`src/rtl/sram_req_ctrl_if.sv`:
```
// Host request/response and SRAM-stage signal bundle for sram_req_ctrl.
// The slave modport is the controller's view; master is the host/SRAM side.
interface sram_req_ctrl_if #(
  parameter int ADDR_WIDTH = 14,
  parameter int DATA_WIDTH = 8
);
  logic                  req_valid_i;
  logic                  req_ready_o;
  logic                  req_we_i;
  logic [ADDR_WIDTH-1:0] req_addr_i;
  logic [DATA_WIDTH-1:0] req_wdata_i;
  logic                  rsp_valid_o;
  logic                  rsp_ready_i;
  logic [DATA_WIDTH-1:0] rsp_rdata_o;
  logic                  sram_read_o;
  logic                  sram_write_o;
  logic [ADDR_WIDTH-1:0] sram_addr_o;
  logic [DATA_WIDTH-1:0] sram_wdata_o;
  logic                  sram_rvalid_i;
  logic [DATA_WIDTH-1:0] sram_rdata_i;

  modport slave (
    input  req_valid_i, req_we_i, req_addr_i, req_wdata_i, rsp_ready_i,
           sram_rvalid_i, sram_rdata_i,
    output req_ready_o, rsp_valid_o, rsp_rdata_o,
           sram_read_o, sram_write_o, sram_addr_o, sram_wdata_o
  );

  modport master (
    output req_valid_i, req_we_i, req_addr_i, req_wdata_i, rsp_ready_i,
           sram_rvalid_i, sram_rdata_i,
    input  req_ready_o, rsp_valid_o, rsp_rdata_o,
           sram_read_o, sram_write_o, sram_addr_o, sram_wdata_o
  );
endinterface

```
`src/rtl/sram_req_ctrl.sv`:
```
// Host front end for the single-port SRAM stage: credit-gated request issue,
// in-flight read tracking, fall-through response FIFO and a whole-array fill engine.
module sram_req_ctrl #(
  parameter int                    ADDR_WIDTH   = 14,
  parameter int                    DATA_WIDTH   = 8,
  parameter int                    RSP_DEPTH    = 4,
  parameter int                    READ_LATENCY = 2,
  parameter logic [DATA_WIDTH-1:0] INIT_DATA    = '0
) (
  input  logic clk_i,
  input  logic rst_i,
  input  logic init_i,
  output logic init_busy_o,
  output logic init_done_o,
  output logic err_o,
  sram_req_ctrl_if.slave bus
);

  localparam int CNT_W  = $clog2(RSP_DEPTH + 1);
  localparam int PTR_W  = (RSP_DEPTH > 1) ? $clog2(RSP_DEPTH) : 1;
  localparam int DROP_W = $clog2(READ_LATENCY + 1);

  localparam logic [0:0] ST_INIT = 1'b0;
  localparam logic [0:0] ST_IDLE = 1'b1;

  logic [0:0]            state;
  logic [ADDR_WIDTH-1:0] fill_addr;
  logic [CNT_W-1:0]      outstanding;
  logic [CNT_W-1:0]      fifo_count;
  logic [PTR_W-1:0]      wr_ptr;
  logic [PTR_W-1:0]      rd_ptr;
  logic [DATA_WIDTH-1:0] fifo_mem [RSP_DEPTH];
  logic [DROP_W-1:0]     drop_cnt;
  logic                  err_q;

  logic in_init, in_idle, fill_last, credit_ok, req_ready;
  logic issue_read, issue_write, fifo_full, pop;
  logic rsp_live, spurious, overflow, rsp_ret, push;

  function automatic logic [PTR_W-1:0] ptr_next(input logic [PTR_W-1:0] p);
    return (p == PTR_W'(RSP_DEPTH - 1)) ? '0 : p + 1'b1;
  endfunction

  assign in_init     = (state == ST_INIT);
  assign in_idle     = (state == ST_IDLE);
  assign fill_last   = (fill_addr == '1);
  assign credit_ok   = ({1'b0, fifo_count} + {1'b0, outstanding}) < (CNT_W + 1)'(RSP_DEPTH);
  assign req_ready   = in_idle & ~init_i & (bus.req_we_i | credit_ok);
  assign issue_read  = bus.req_valid_i & req_ready & ~bus.req_we_i;
  assign issue_write = bus.req_valid_i & req_ready & bus.req_we_i;

  assign bus.req_ready_o  = req_ready;
  assign bus.sram_read_o  = issue_read;
  assign bus.sram_write_o = in_init | issue_write;
  assign bus.sram_addr_o  = in_init ? fill_addr : bus.req_addr_i;
  assign bus.sram_wdata_o = in_init ? INIT_DATA : bus.req_wdata_i;
  assign init_busy_o      = in_init;
  assign init_done_o      = in_init & fill_last;
  assign err_o            = err_q;

  assign fifo_full       = (fifo_count == CNT_W'(RSP_DEPTH));
  assign bus.rsp_valid_o = (fifo_count != '0);
  assign bus.rsp_rdata_o = fifo_mem[rd_ptr];
  assign pop             = bus.rsp_valid_o & bus.rsp_ready_i;

  // Returns inside the post-reset window belong to reads discarded by the reset.
  assign rsp_live = bus.sram_rvalid_i & (drop_cnt == '0);
  assign spurious = rsp_live & (outstanding == '0);
  assign rsp_ret  = rsp_live & ~spurious;
  assign overflow = rsp_ret & fifo_full & ~pop;
  assign push     = rsp_ret & ~overflow;

  always_ff @(posedge clk_i) begin
    if (rst_i) begin
      state     <= ST_INIT;
      fill_addr <= '0;
    end else if (in_init) begin
      fill_addr <= fill_addr + 1'b1;
      if (fill_last) state <= ST_IDLE;
    end else if (init_i) begin
      state <= ST_INIT;
    end
  end

  always_ff @(posedge clk_i) begin
    if (rst_i) begin
      outstanding <= '0;
      drop_cnt    <= DROP_W'(READ_LATENCY);
      err_q       <= 1'b0;
    end else begin
      if (issue_read && !rsp_ret) outstanding <= outstanding + 1'b1;
      else if (!issue_read && rsp_ret) outstanding <= outstanding - 1'b1;
      if (drop_cnt != '0) drop_cnt <= drop_cnt - 1'b1;
      if (spurious || overflow) err_q <= 1'b1;
    end
  end

  always_ff @(posedge clk_i) begin
    if (rst_i) begin
      wr_ptr     <= '0;
      rd_ptr     <= '0;
      fifo_count <= '0;
      for (int i = 0; i < RSP_DEPTH; i++) fifo_mem[i] <= '0;
    end else begin
      if (push) begin
        fifo_mem[wr_ptr] <= bus.sram_rdata_i;
        wr_ptr           <= ptr_next(wr_ptr);
      end
      if (pop) rd_ptr <= ptr_next(rd_ptr);
      if (push && !pop) fifo_count <= fifo_count + 1'b1;
      else if (!push && pop) fifo_count <= fifo_count - 1'b1;
    end
  end

endmodule
```
`src/flat_wrapper.sv`:
```
// flat-port wrapper written by rule: the top's interface ports become plain ports
module sram_req_ctrl_flat 
#(
  parameter int                    ADDR_WIDTH   = 14,
  parameter int                    DATA_WIDTH   = 8,
  parameter int                    RSP_DEPTH    = 4,
  parameter int                    READ_LATENCY = 2,
  parameter logic [DATA_WIDTH-1:0] INIT_DATA    = '0
)
  (clk_i, rst_i, init_i, init_busy_o, init_done_o, err_o, bus_req_valid_i, bus_req_we_i, bus_req_addr_i, bus_req_wdata_i, bus_rsp_ready_i, bus_sram_rvalid_i, bus_sram_rdata_i, bus_req_ready_o, bus_rsp_valid_o, bus_rsp_rdata_o, bus_sram_read_o, bus_sram_write_o, bus_sram_addr_o, bus_sram_wdata_o);
  sram_req_ctrl_if #(.ADDR_WIDTH(ADDR_WIDTH), .DATA_WIDTH(DATA_WIDTH)) bus_i ();
  input  logic clk_i;
  input  logic rst_i;
  input  logic init_i;
  output logic init_busy_o;
  output logic init_done_o;
  output logic err_o;
  input wire logic [$bits(bus_i.req_valid_i)-1:0] bus_req_valid_i;
  input wire logic [$bits(bus_i.req_we_i)-1:0] bus_req_we_i;
  input wire logic [$bits(bus_i.req_addr_i)-1:0] bus_req_addr_i;
  input wire logic [$bits(bus_i.req_wdata_i)-1:0] bus_req_wdata_i;
  input wire logic [$bits(bus_i.rsp_ready_i)-1:0] bus_rsp_ready_i;
  input wire logic [$bits(bus_i.sram_rvalid_i)-1:0] bus_sram_rvalid_i;
  input wire logic [$bits(bus_i.sram_rdata_i)-1:0] bus_sram_rdata_i;
  output wire logic [$bits(bus_i.req_ready_o)-1:0] bus_req_ready_o;
  output wire logic [$bits(bus_i.rsp_valid_o)-1:0] bus_rsp_valid_o;
  output wire logic [$bits(bus_i.rsp_rdata_o)-1:0] bus_rsp_rdata_o;
  output wire logic [$bits(bus_i.sram_read_o)-1:0] bus_sram_read_o;
  output wire logic [$bits(bus_i.sram_write_o)-1:0] bus_sram_write_o;
  output wire logic [$bits(bus_i.sram_addr_o)-1:0] bus_sram_addr_o;
  output wire logic [$bits(bus_i.sram_wdata_o)-1:0] bus_sram_wdata_o;
  assign bus_i.req_valid_i = bus_req_valid_i;
  assign bus_i.req_we_i = bus_req_we_i;
  assign bus_i.req_addr_i = bus_req_addr_i;
  assign bus_i.req_wdata_i = bus_req_wdata_i;
  assign bus_i.rsp_ready_i = bus_rsp_ready_i;
  assign bus_i.sram_rvalid_i = bus_sram_rvalid_i;
  assign bus_i.sram_rdata_i = bus_sram_rdata_i;
  assign bus_req_ready_o = bus_i.req_ready_o;
  assign bus_rsp_valid_o = bus_i.rsp_valid_o;
  assign bus_rsp_rdata_o = bus_i.rsp_rdata_o;
  assign bus_sram_read_o = bus_i.sram_read_o;
  assign bus_sram_write_o = bus_i.sram_write_o;
  assign bus_sram_addr_o = bus_i.sram_addr_o;
  assign bus_sram_wdata_o = bus_i.sram_wdata_o;
  sram_req_ctrl #(.ADDR_WIDTH(ADDR_WIDTH), .DATA_WIDTH(DATA_WIDTH), .RSP_DEPTH(RSP_DEPTH), .READ_LATENCY(READ_LATENCY), .INIT_DATA(INIT_DATA)) u_core (.clk_i(clk_i), .rst_i(rst_i), .init_i(init_i), .init_busy_o(init_busy_o), .init_done_o(init_done_o), .err_o(err_o), .bus(bus_i));
endmodule
```
`config.mk`:
```
export PLATFORM = sky130hd
export DESIGN_NAME = sram_req_ctrl_flat
export DESIGN_NICKNAME = d
export VERILOG_FILES = /design/src/rtl/sram_req_ctrl_if.sv /design/src/rtl/sram_req_ctrl.sv /design/src/flat_wrapper.sv
export SDC_FILE = /design/constraint.sdc
export NUM_CORES = 1
export LEC_CHECK = 0
export CAP_MARGIN = 40
export CORE_UTILIZATION = 54
export DETAILED_ROUTE_END_ITERATION = 8
export GPL_TIMING_DRIVEN = 0
export PLACE_DENSITY = 0.85
export SYNTH_ARGS = -nofsm -noshare
export SYNTH_HDL_FRONTEND = slang
export SYNTH_SLANG_ARGS = --single-unit
```
`constraint.sdc`:
```
create_clock -name clk_i -period 3.96 [get_ports clk_i]
set_input_delay 0.396 -clock clk_i [delete_from_list [all_inputs] [get_ports clk_i]]
set_output_delay 0.396 -clock clk_i [all_outputs]
set_load 0.05 [all_outputs]
```
Word level (Yosys, flattened, before mapping)
Memory sizes are Yosys's and may differ from the RTL's. A register that Yosys moved wholly into a read port is not among the register bits.
Index checks and enable logic that the tools add are counted.
Word-level totals
  memory bits (writable): 32
  bits in read-only memories: 0
  word-level logic and storage cells: 81
  register bits after elaboration: 28
  bits of input ports: 37
  bits in latches: 0
  memories kept: 1
Operators by class
  bitwise logic cells: 21
  multiply operators: 0
  magnitude comparators: 1
  shifts and indexed selects: 0
  div/mod/pow operators: 0
  multiplexer cells: 21
  equality and inequality tests: 4
  add/subtract/negate cells: 9
  reduce and logical (&&, ||, !) cells: 16
Memories
  u_core.fifo_mem: words 4, width 8, read ports 1, clocked after memory_dff 1, write ports 4, line sram_req_ctrl.sv:32  | logic [DATA_WIDTH-1:0] fifo_mem [RSP_DEPTH];
Operators by type and width (count)
  8-bit two-way mux: 2
  14-bit by 1-bit adder with 14-bit output (second input constant): 1
  14-bit equality test (second input constant): 1
  14-bit two-way mux: 1
  1-bit bitwise AND: 13
  3-bit two-way mux: 4
  2-bit two-way mux: 5
  1-bit two-way mux: 9
  8-bit OR reduction: 1
  3-bit by 1-bit adder with 3-bit output (second input constant): 2
  1-bit inverter: 6
  2-bit nonzero test: 3
  3-bit by 1-bit subtractor with 3-bit output (second input constant): 2
  2-bit by 1-bit adder with 2-bit output (second input constant): 2
  3-bit by 3-bit adder with 4-bit output: 1
  2-bit equality test (second input constant): 2
  1-bit logical AND: 4
  1-bit zero test: 4
  4-bit by 3-bit less-than comparator with 1-bit output (second input constant): 1
  3-bit equality test (second input constant): 1
  3-bit zero test: 1
  3-bit nonzero test: 1
  2-bit zero test: 1
  1-bit OR: 2
  other kinds (2): 2

Logic depth before layout (Yosys ltp)
  depth in word-level cells: 14
  mapped depth: 10

Worst setup path after synthesis
Ideal clock, no wire load.
  path kind: reg-to-reg
  start: register u_core.fifo_count[1]
  end: register u_core.outstanding[2]
  path buffers: 0
  required time: 3890 ps
  period minus slack after synthesis: 4150 ps
  library setup time: 70 ps
  arrival: 4080 ps
  stages on the path, launching flop included: 11
  path slack: -190 ps
  path through: dfxtp_1 ha_1 nand3_1 a21oi_1 nor4b_1 ha_1 inv_1 fa_1 xor2_1 or3_1 a21oi_1
Between the ends
  cells in the longest elaborated chain, start to end: 9
RTL lines
  start, declared: line sram_req_ctrl.sv:29  | logic [CNT_W-1:0] fifo_count;
  start signal, assigned: line sram_req_ctrl.sv:110  | if (push && !pop) fifo_count <= fifo_count + 1'b1;
  start signal, assigned: line sram_req_ctrl.sv:111  | else if (!push && pop) fifo_count <= fifo_count - 1'b1;
  3-bit by 3-bit adder with 4-bit output (*): line sram_req_ctrl.sv:47  | assign credit_ok = ({1'b0, fifo_count} + {1'b0, outstanding}) < (CNT_W + 1)'(RSP_DEPTH);
  4-bit by 3-bit less-than comparator with 1-bit output (*): line sram_req_ctrl.sv:47
  1-bit OR (*): line sram_req_ctrl.sv:48  | assign req_ready = in_idle & ~init_i & (bus.req_we_i | credit_ok);
  1-bit bitwise AND (*): line sram_req_ctrl.sv:48
  1-bit bitwise AND (*) (2 in a row): line sram_req_ctrl.sv:49  | assign issue_read = bus.req_valid_i & req_ready & ~bus.req_we_i;
  via bus_sram_read_o: line flat_wrapper.sv:28  | output wire logic [$bits(bus_i.sram_read_o)-1:0] bus_sram_read_o;
  1-bit zero test: line sram_req_ctrl.sv:92  | else if (!issue_read && rsp_ret) outstanding <= outstanding - 1'b1;
  1-bit logical AND: line sram_req_ctrl.sv:92
  2-bit nonzero test (no line)
  end signal, assigned: line sram_req_ctrl.sv:91  | if (issue_read && !rsp_ret) outstanding <= outstanding + 1'b1;
  end signal, assigned: line sram_req_ctrl.sv:92
  end, declared: line sram_req_ctrl.sv:28  | logic [CNT_W-1:0] outstanding;
Mark *: on every way through the listed nets, which the timed path passes. The rest lies on a longest branch.
A chain may end at the register's enable or synchronous reset.

Worst setup path after layout
  start: register u_core.fifo_count[1]
  end: output port bus_sram_read_o
Between the ends
  cells in the longest elaborated chain, start to end: 6
RTL lines (line)
  3-bit by 3-bit adder with 4-bit output: sram_req_ctrl.sv:47
  4-bit by 3-bit less-than comparator with 1-bit output: sram_req_ctrl.sv:47
  1-bit OR: sram_req_ctrl.sv:48
  1-bit bitwise AND: sram_req_ctrl.sv:48
  1-bit bitwise AND (2 in a row): sram_req_ctrl.sv:49
  end, declared: flat_wrapper.sv:28
No other way between the ends.

==> impl_results.md <==
* DIE WIDTH at 78.7 microns
* Source-to-sink clock delay at the later pin of the worst-skew pair at ~0.33 ns
* Data arrival time of the critical path at approximately 2.5 ns
* Fraction of synthesis flops using an asynchronous set or reset pin at 0
* Total wirelength of the detailed-routed design at 6960 microns
* Post-detailed-route wirelength per cell at ~16 microns
* Top-area cell type share of the netlist area at 0.302
* Hold Path Sink: u_core.err_o$_SDFFE_PP0P_
* CTS Hold Bufs at 0
* # diodes at 0
* Number of iterations in the first detailed-routing pass at 4
* Number of global-route vias before repair at around 2500
* Number of distinct library cells after synthesis at 43
* Number of remaining DRC errors at 0
* Flip-flop and latch count after synthesis at 62
* MaxCap Viol Count at 0
* Pin count of the biggest net entering global routing at 11
* CTS tree: built
* Number of antenna violations at the first check in global routing at 0
* Number of input and output port buffers inserted at 72
* Cell Pwr Density at about 430 nW/um^2
* Site row count at 27
* Most instantiated flip-flop cell in the synthesis netlist: sky130_fd_sc_hd__edfxtp_1
* Effective utilization at floorplan at 0.570
* Reported leakage power at about 1.6 nW
* Measured slew at the worst slew-check pin at 0.803 ns
* Status: finished clean
* Final Max Slew Viols at 0
* Flop2flop setup slack at roughly 1.3 ns
* Setup TNS at 0 ns
* Number of buffers created by CTS at 9
* Leftover overflow at the end of global routing at 0
* Placed Instances at between 400 and 500
* Shortest clock period the worst path allows after layout at around 2.9 ns
* Number of cells produced by synthesis at roughly 270
* Starting DRC count in detailed routing at roughly 150
* Normalized max-slew margin at 0.460
* Clock root buffer: sky130_fd_sc_hd__clkbuf_8
* Clock transition at the registers of the reported paths at 0.06 ns
* Worst min-delay path class: reg -> reg
* Number of H-tree branching levels at 3
* Layout cells sized above 1 at 0.130
* Critical register-to-register path endpoint: u_core.outstanding[2]$_SDFFE_PP0P_
* Critical path type: reg -> out
* Core area at approximately 5600 sq um
* Worst clock skew at about 0.0085 ns
* Instance count along the most critical hold path at 1
* Yosys top cell by area: sky130_fd_sc_hd__edfxtp_1
* Die footprint at 6190 sq um
* Half-perimeter wire length after placement at 5180 microns
* PostCTS Resize Cnt at 0
* Endpoint required time on the critical path at 3.56 ns
* Placed inst area at between 3000 and 4000 sq um
* Fmax at 344 MHz
* Avg Vias per Cell at approximately 5.6
* Global-route wire length before repair at around 12000 microns
* Die boundary height at slightly below 80 microns
* Portion of the post-synthesis area used by sequential elements at 0.492
* Number of nets produced by synthesis at between 300 and 400
* Warnings, synthesis at 0
* Hold violation total from the final report at 0
* Peak VDD IR at around 260 uV
* Post-synth EDFFs at 32
* Clock net sink count at between 60 and 70
* Most area-consuming cells after synthesis: sky130_fd_sc_hd__edfxtp_1 30%, sky130_fd_sc_hd__dfxtp_1 19%, sky130_fd_sc_hd__and2_1 8.1%
* Final-report setup violation count at 0
* Detail Route Antenna Nets at 0
* Post-route clock period utilization at 0.735
* Area growth, synth to finish at 30.5%
* Worst hold path startpoint: u_core.err_o$_SDFFE_PP0P_
* Post CTS Setup Buffer Count at 0
* Overall fraction of global-route tracks in use at 0.249
* Reg2Reg Launch Point: u_core.fifo_count[1]$_SDFFE_PP0P_
* Startpoint Class: flop
* Number of cell instances on the worst register-to-register path at 10
* Design area at ~4100 sq um
* Endpoint kind of the worst setup timing path: primary output
* Non-Filler Instances at between 400 and 500
* Post-synthesis instance area at 3180 sq um
* Post-layout net count at roughly 400
* Maximum clock path buffer count at 2
* Maximum net fanout on the critical path at 7
* Setup repair after global routing missed its margin: no
* Vias at between 2000 and 2500
* Gp weighted congestion at 0.837
* Post-synthesis average cell area at around 12 sq um
* Boundary Pins at 74
-- cell type report --
class                           instances  area (sq um)
Buffer                                 10          40.0
Clock buffer                           13           139
Clock inverter                          3          12.5
Fill cell                             395          1430
Inverter                                8          30.0
Multi-Input combinational cell        194          1550
Sequential cell                        62          1560
Tap cell                               72          90.1
Timing Repair Buffer                   72           721
-- worst max-delay path by stage --
stage,from,end,cells after the start
global placement,bus_req_we_i,u_core.outstanding[2]$_SDFFE_PP0P_,9
detailed placement,bus_sram_rvalid_i,u_core.fifo_count[2]$_SDFFE_PP0P_,9
CTS,u_core.fifo_count[1]$_SDFFE_PP0P_,bus_sram_read_o,5
global route,u_core.fifo_count[2]$_SDFFE_PP0P_,bus_sram_read_o,5
floorplan,u_core.fifo_count[1]$_SDFFE_PP0P_,u_core.outstanding[2]$_SDFFE_PP0P_,10
finish,u_core.fifo_count[1]$_SDFFE_PP0P_,bus_sram_read_o,5
-- layout by cell type (no fill, tap or decap), types with 3 or more instances in the layout --
master                            count
sky130_fd_sc_hd__clkdlybuf4s50_1     72
sky130_fd_sc_hd__and2_1              41
sky130_fd_sc_hd__edfxtp_1            32
sky130_fd_sc_hd__dfxtp_1             30
sky130_fd_sc_hd__nor2_1              18
sky130_fd_sc_hd__mux2_2              16
sky130_fd_sc_hd__a21oi_1             13
sky130_fd_sc_hd__nand2_1             10
sky130_fd_sc_hd__clkbuf_1             9
sky130_fd_sc_hd__clkbuf_8             9
sky130_fd_sc_hd__inv_1                8
sky130_fd_sc_hd__mux4_2               8
sky130_fd_sc_hd__xor2_1               8
sky130_fd_sc_hd__ha_1                 8
sky130_fd_sc_hd__or3_1                7
sky130_fd_sc_hd__o31ai_1              6
sky130_fd_sc_hd__o21ai_0              6
sky130_fd_sc_hd__or4_1                5
sky130_fd_sc_hd__nor2b_1              5
sky130_fd_sc_hd__nand3_1              4
sky130_fd_sc_hd__mux2i_1              4
sky130_fd_sc_hd__nor3_1               3
sky130_fd_sc_hd__nand2b_1             3
sky130_fd_sc_hd__buf_1                3
sky130_fd_sc_hd__or2_1                3
sky130_fd_sc_hd__nor4_1               3
-- metrics by stage --
step	hold WS [ns]	utilization	total power (W)	setup slack, ns
after global routing	0.515	0.744	0.00185	0.930
after detailed placement	0.454	0.716	0.00134	1.16
after global placement	0.448	0.716	0.00132	1.25
after floorplan	0.463	-	0.00117	0.615
after CTS	0.469	0.744	0.00178	1.03
final	0.463	0.744	0.00177	1.05
-- cells by family (layout without fill, tap and decap cells) --
family / Yosys count / count (layout) / synth area share
simple gates: 119 / 119 / 0.239
flops: 62 / 62 / 0.492
mux: 29 / 29 / 0.130
compound gates: 27 / 27 / 0.0492
buf+inv: 18 / 106 / 0.0221
fa+ha+maj: 10 / 10 / 0.0441
xor+xnor: 9 / 9 / 0.0248
-- worst max-delay path, cell delays in order (launching register included) --
cell and delay (ns):
sky130_fd_sc_hd__dfxtp_1 0.51, sky130_fd_sc_hd__ha_1 0.30, sky130_fd_sc_hd__nand3_1 0.08, sky130_fd_sc_hd__a21oi_1 0.10
sky130_fd_sc_hd__nor4b_2 0.33, sky130_fd_sc_hd__clkdlybuf4s50_1 0.86
-- flip-flops by register name, indices dropped and copies added, names as in the netlist, named ones only --
signal              flops
u_core.fifo_count       3
u_core.fifo_mem        32
u_core.rd_ptr           2
u_core.in_idle          1
u_core.wr_ptr           2
u_core.drop_cnt         2
u_core.err_o            1
u_core.outstanding      3
u_core.fill_addr       14
-- synthesized netlist by cell type, types with 4 or more instances --
master                     count
sky130_fd_sc_hd__and2_1       41
sky130_fd_sc_hd__nand2_1      10
sky130_fd_sc_hd__edfxtp_1     32
sky130_fd_sc_hd__nand3_1       4
sky130_fd_sc_hd__or3_1         7
sky130_fd_sc_hd__nor2b_1       5
sky130_fd_sc_hd__o21ai_0       6
sky130_fd_sc_hd__a21oi_1      13
sky130_fd_sc_hd__o31ai_1       6
sky130_fd_sc_hd__inv_1         8
sky130_fd_sc_hd__nor2_1       18
sky130_fd_sc_hd__dfxtp_1      30
sky130_fd_sc_hd__mux2_2       16
sky130_fd_sc_hd__ha_1          8
sky130_fd_sc_hd__mux4_2        8
sky130_fd_sc_hd__or4_1         5
sky130_fd_sc_hd__xor2_1        8
sky130_fd_sc_hd__clkbuf_1      5
sky130_fd_sc_hd__mux2i_1       4
-- report_power, final --
part,leakage [nW],total (W),switching [W],internal [W]
logic,0.912,0.000547,0.000308,0.000240
clock network,0.0765,0.000445,0.000222,0.000223
registers,0.574,0.000780,0.0000533,0.000726
total,1.56,0.00177,0.000583,0.00119
-- layer usage --
metal / track usage / part of all wire / vias to the layer above
met4: 0.124 / 0.023 / 0
met5: 0 / 0 / -
met2: 0.455 / 0.55 / 87
met3: 0.0517 / 0.050 / 16
met1: 0.271 / 0.38 / 1150
li1: - / - / 1166
(Power assumes the default switching activity.)
==> variant 1: new RTL, config.mk and constraints unchanged <==
`RSP_DEPTH` is set to 4 in 2 places; all go to 8.
--- a/src/rtl/sram_req_ctrl.sv
+++ b/src/rtl/sram_req_ctrl.sv
@@ -3,7 +3,7 @@
 module sram_req_ctrl #(
   parameter int                    ADDR_WIDTH   = 14,
   parameter int                    DATA_WIDTH   = 8,
-  parameter int                    RSP_DEPTH    = 4,
+  parameter int                    RSP_DEPTH    = 8,
   parameter int                    READ_LATENCY = 2,
   parameter logic [DATA_WIDTH-1:0] INIT_DATA    = '0
 ) (
--- a/src/flat_wrapper.sv
+++ b/src/flat_wrapper.sv
@@ -3,7 +3,7 @@
 #(
   parameter int                    ADDR_WIDTH   = 14,
   parameter int                    DATA_WIDTH   = 8,
-  parameter int                    RSP_DEPTH    = 4,
+  parameter int                    RSP_DEPTH    = 8,
   parameter int                    READ_LATENCY = 2,
   parameter logic [DATA_WIDTH-1:0] INIT_DATA    = '0
 )
Behaviour: no difference found for any inputs over 10 cycles, from zero or initial values and one cycle with rst_i high; that may be too few to reach the edited logic, so the function may still have changed.
==> variant 1 against the original RTL <==
Wire length up 47%; critical path depth unchanged; area after synthesis up 54%; final area up 44%; worst hold slack better by 0.030 ns; maximum frequency down 17%; first-iteration DRC count up 0.66%; sequential cell count up 37; setup slack worse by 0.60 ns; count of clock-buffer cells in the layout down 4; total power up 41%; clock power up 48%; critical path type unchanged; critical endpoint unchanged.
==> variant 1: results (changes against the original RTL) <==
Detailed routing
  – 1st-iter DRT viols: 153 (+0.66%)
  – Drt total wl: 10200 um (+47%)

Power and ir drop
  – Comb power frac: 25.5% (-5.4 points)
  – P_sw: 756 uW (+30%)

Synthesis
  – Synth Area per Inst: 11.9 um2 (+2.9%)
  – Most area-consuming cells after synthesis: edfxtp_1 (39%), dfxtp_1 (14%), mux4_2 (7.3%)
  – Post-synthesis mux area share: 13.6% (+0.66 points)
  – Syn_nets: 465 (+45%)
  – XOR/XNOR Fraction of Synth Area: 3.04% (+0.55 points)
  – Post-synth top cells: nor2_1 (94), edfxtp_1 (64), dfxtp_1 (35)
  – Share of the yosys chip area belonging to registers: 53.5% (+4.3 points)
  – EDFF count, synth: 64 (+100%)

GRT
  – Largest net degree at the start of global routing: 18 (+7)

Status
  – Status: finished, final reports clean

Place
  – Hpwl dp: 7470 um (+44%)
  – Placed instance count: 592 (+42%)
  – Worst slack, placed: 0.516 ns (-0.645 ns)
  – Area after DPL: 0.00577 mm2 (+44%)
  – GPL Wtd Cong: 0.789 (-5.7%)

Layout
  – Layout cell share with drive strength beyond 1: 16.0% (+3.0 points)
  – Biggest regs: u_core.fifo_mem (64), u_core.fill_addr (14)
  – Non-filler cells, final: 608 (+40%)

CTS
  – Clock transition at path regs: 0.09 ns (+0.03 ns)

Critical path
  – Worst-path fanout max: 6 (-1)

STA
  – Slew margin rel.: 53.1% (+7.1 points)
## variant 1: cell count changes after synthesis, moves of 5 or more
cell	before	now
and2_1	41	8
xnor2_1	1	11
mux4_2	8	16
clkbuf_1	5	12
nand2_1	10	18
nor2_1	18	94
nand2b_1	3	8
ha_1	8	15
mux2_2	16	22
o31ai_1	6	0
edfxtp_1	32	64
or3_1	7	2
dfxtp_1	30	35
## variant 1: path summary, 6_finish.rpt
kind | to | slack, ns | cells past startpoint
worst max-delay path | bus_sram_read_o | 0.45 | 5
worst min-delay path | u_core.err_o$_SDFFE_PP0P_ | 0.49 | 2
worst max register to register | u_core.outstanding[3]$_SDFFE_PP0P_ | 0.49 | 11
worst min register to register | u_core.err_o$_SDFFE_PP0P_ | 0.49 | 2
## variant 1: kinds of logic (layout without fill, tap and decap cells)
kind of cell    count (synthesis)  after routing
simple gates                  173            173
fa+ha+maj                      17             17
compound gates                 33             33
buf+inv                        28            117
flops                          99             99
xor+xnor                       17             17
mux                            44             44
## variant 1: final cells by class
class,instances,area (um2)
Buffer,21,111
Clock buffer,9,124
Clock inverter,7,77.6
Fill cell,668,2790
Inverter,7,26.3
Multi-Input combinational cell,284,2140
Sequential cell,99,2620
Tap cell,108,135
Timing Repair Buffer,73,731
## variant 1: critical path: cells and delay by family (launching register included)
| kind | cells | cell delay (ns) |
|---|---|---|
| DFF | 1 | 0.48 |
| buffers and inverters | 1 | 0.82 |
| and+or+nand+nor | 1 | 0.33 |
| AOI/OAI and AO/OA | 2 | 0.84 |
| adders and majority gates | 1 | 0.28 |
## variant 1: layer usage
metal / GRT usage, % / up-vias / routed length (um)
met5: 0 / - / 0
met4: 8.26 / 0 / 205
met3: 5.25 / 14 / 631
met2: 40.4 / 117 / 5280
met1: 26.5 / 1644 / 4090
li1: - / 1638 / -
==> variant 2: new RTL, config.mk and constraints unchanged <==
Without the edit above. Reset style: asynchronous (`rst_i`), changed in 3 clocked blocks.
--- a/src/rtl/sram_req_ctrl.sv
+++ b/src/rtl/sram_req_ctrl.sv
@@ -70,7 +70,7 @@
   assign overflow = rsp_ret & fifo_full & ~pop;
   assign push     = rsp_ret & ~overflow;
 
-  always_ff @(posedge clk_i) begin
+  always_ff @(posedge clk_i or posedge rst_i) begin
     if (rst_i) begin
       state     <= ST_INIT;
       fill_addr <= '0;
@@ -82,7 +82,7 @@
     end
   end
 
-  always_ff @(posedge clk_i) begin
+  always_ff @(posedge clk_i or posedge rst_i) begin
     if (rst_i) begin
       outstanding <= '0;
       drop_cnt    <= DROP_W'(READ_LATENCY);
@@ -95,7 +95,7 @@
     end
   end
 
-  always_ff @(posedge clk_i) begin
+  always_ff @(posedge clk_i or posedge rst_i) begin
     if (rst_i) begin
       wr_ptr     <= '0;
       rd_ptr     <= '0;
Formal check against the unedited RTL: differs if rst_i is asserted again (counterexample within 4 cycles, from zero or initial values and one cycle with rst_i high); with rst_i held inactive, the same outputs for 10 cycles.
==> variant 2 against the original RTL <==
Via count fell by 14%; wire length is 8.8% lower; core utilization increased by 1.9 points; sequential cell count down 2; global-route usage fell by 2.0 points; clock skew hardly changed; synthesized cell count down 15%; final area rose by 3.2%; setup slack worse by 0.10 ns; worst hold slack better by 0.015 ns; area after synthesis up 0.87%; critical path depth unchanged.
Power is not compared: it rests on default switching activity, and its combinational part moved more than twofold at a synthesized area within 25%.
==> variant 2: results (changes against the original RTL) <==
STA
  – WHS: 0.478 ns (+0.0155 ns)
  – Clock Skew: 0.00851 ns (+0.00000483 ns)
  – Slew margin rel.: 51.9% (+5.9 points)

Layout
  – Commonest non-fill, non-tap cell in the layout: clkdlybuf4s50_1
  – Layout cell share with drive strength beyond 1: 28.0% (+15 points)
  – Nets: 368 (-8.9%)
  – Non-filler cells, final: 394 (-9.2%)

Synthesis
  – Synth Area in Compound Gates: 1.33% (-3.6 points)
  – Adder-Cell Fraction of Synth Area: 5.54% (+1.1 points)
  – Syn_nets: 283 (-12%)
  – Post-synth top cells: dfrtp_1 (59), mux2_4 (32), mux2_2 (17)
  – XOR/XNOR Fraction of Synth Area: 5.47% (+3.0 points)
  – Share of the yosys chip area belonging to registers: 46.9% (-2.3 points)
  – Asr flop ratio synth: 100% (+100 points)
  – Synth Area per Inst: 13.8 um2 (+19%)
  – Post-synthesis mux area share: 26.6% (+14 points)
  – Library cells used by synthesis: 35 (-19%)

Detailed routing
  – 1st-iter DRT viols: 71 (-53%)
  – Post-detailed-route via-to-cell ratio: 5.27 (-5.5%)
  – Pre-antenna DRT Iters: 4 (unchanged)

Power and ir drop
  – Lkg Pwr: between 1.5 and 2 nW

GRT
  – First-pass GRT wire length: 10700 um (-7.6%)
  – Largest net degree at the start of global routing: 34 (+23)
  – Vias in the first global route: 2212 (-9.9%)
  – Global Route Usage Sum: 22.9% (-2.0 points)

Place
  – Hpwl dp: 4560 um (-12%)
  – Port Buffers: 73 (+1.4%)
  – GPL Wtd Cong: 0.778 (-7.0%)
  – Area after DPL: 0.00405 mm2 (+1.3%)

Critical path
  – Worst-path fanout max: 4 (-3)
  – Arr. time, crit path: 2.61 ns (+0.10 ns)

Status
  – Status: finished, final reports clean
==> variant 2: cell types whose count changed in the layout (fill, tap and decap cells not counted), moves of 10 or more <==
cell,unedited run,this run
xnor2_1,1,12
edfxtp_1,32,0
dfrtp_1,0,59
mux2_4,0,32
and2_1,41,8
a21oi_1,13,1
dfxtp_1,30,0
nor2_1,18,8
==> variant 2: path summary, 6_finish.rpt <==
path | from | end | slack (ns) | cells after the start
setup reg to reg | u_core.fifo_count[2]$_DFFE_PP0P_ | u_core.outstanding[2]$_DFFE_PP0P_ | 1.38 | 10
setup / recovery | u_core.fifo_count[2]$_DFFE_PP0P_ | bus_sram_read_o | 0.95 | 5
max in group asynchronous | rst_i | u_core.fifo_mem[12]$_DFFE_PP0P_ | 2.86 | 3
hold / removal | u_core.drop_cnt[0]$_DFFE_PP0P_ | u_core.drop_cnt[0]$_DFFE_PP0P_ | 0.48 | 1
min in group asynchronous | rst_i | u_core.fifo_mem[10]$_DFFE_PP0P_ | 0.50 | 2
hold reg to reg | u_core.drop_cnt[0]$_DFFE_PP0P_ | u_core.drop_cnt[0]$_DFFE_PP0P_ | 0.48 | 1
==> variant 2: power groups by stage <==
| stage | sequential, mW | combinational (mW) | clock [mW] |
|---|---|---|---|
| floorplan | 1.04 | 1.33 | 0 |
| finish | 1.10 | 1.71 | 0.640 |
| CTS | 1.10 | 1.73 | 0.651 |
| detailed placement | 1.11 | 1.72 | 0 |
| global route | 1.14 | 1.83 | 0.679 |
| global placement | 1.08 | 1.67 | 0 |
==> variant 2: area by class of cell <==
| class | count | area (um2) |
|---|---|---|
| fill | 375 | 1330 |
| clock buffer | 12 | 165 |
| clock inverter | 3 | 68.8 |
| multi-input combinational | 155 | 1600 |
| buffer | 9 | 66.3 |
| timing repair buffer | 74 | 751 |
| tap | 72 | 90.1 |
| inverter | 9 | 33.8 |
| sequential | 60 | 1500 |
==> variant 2: metal layers <==
metal	global-route usage, %	up-vias	routed length [um]
li1	-	989	-
met1	30.1	1018	2840
met2	37.0	64	3140
met3	6.32	5	302
met4	7.09	0	66
met5	0	-	0
==> variant 2: critical path, cell delays in order, from the launching register on <==
cell,delay (ns)
dfrtp_1,0.43
ha_1,0.31
nor3_1,0.20
nand2_1,0.08
nor4_1,0.37
clkdlybuf4s50_1,0.89
==> variant 2: cells by family after synthesis <==
logic type      Yosys count
simple gates             58
compound gates            7
buf+inv                  18
mux                      57
fa+ha+maj                13
xor+xnor                 20
flops                    60
==> variant 2: stage by stage <==
stage	power (mW)	setup WS [ns]
4_1_cts	3.49	0.910
5_1_grt	3.64	0.764
2_1_floorplan	2.37	0.147
6_report	3.46	0.952
3_3_place_gp	2.76	1.05
3_5_place_dp	2.83	1.32
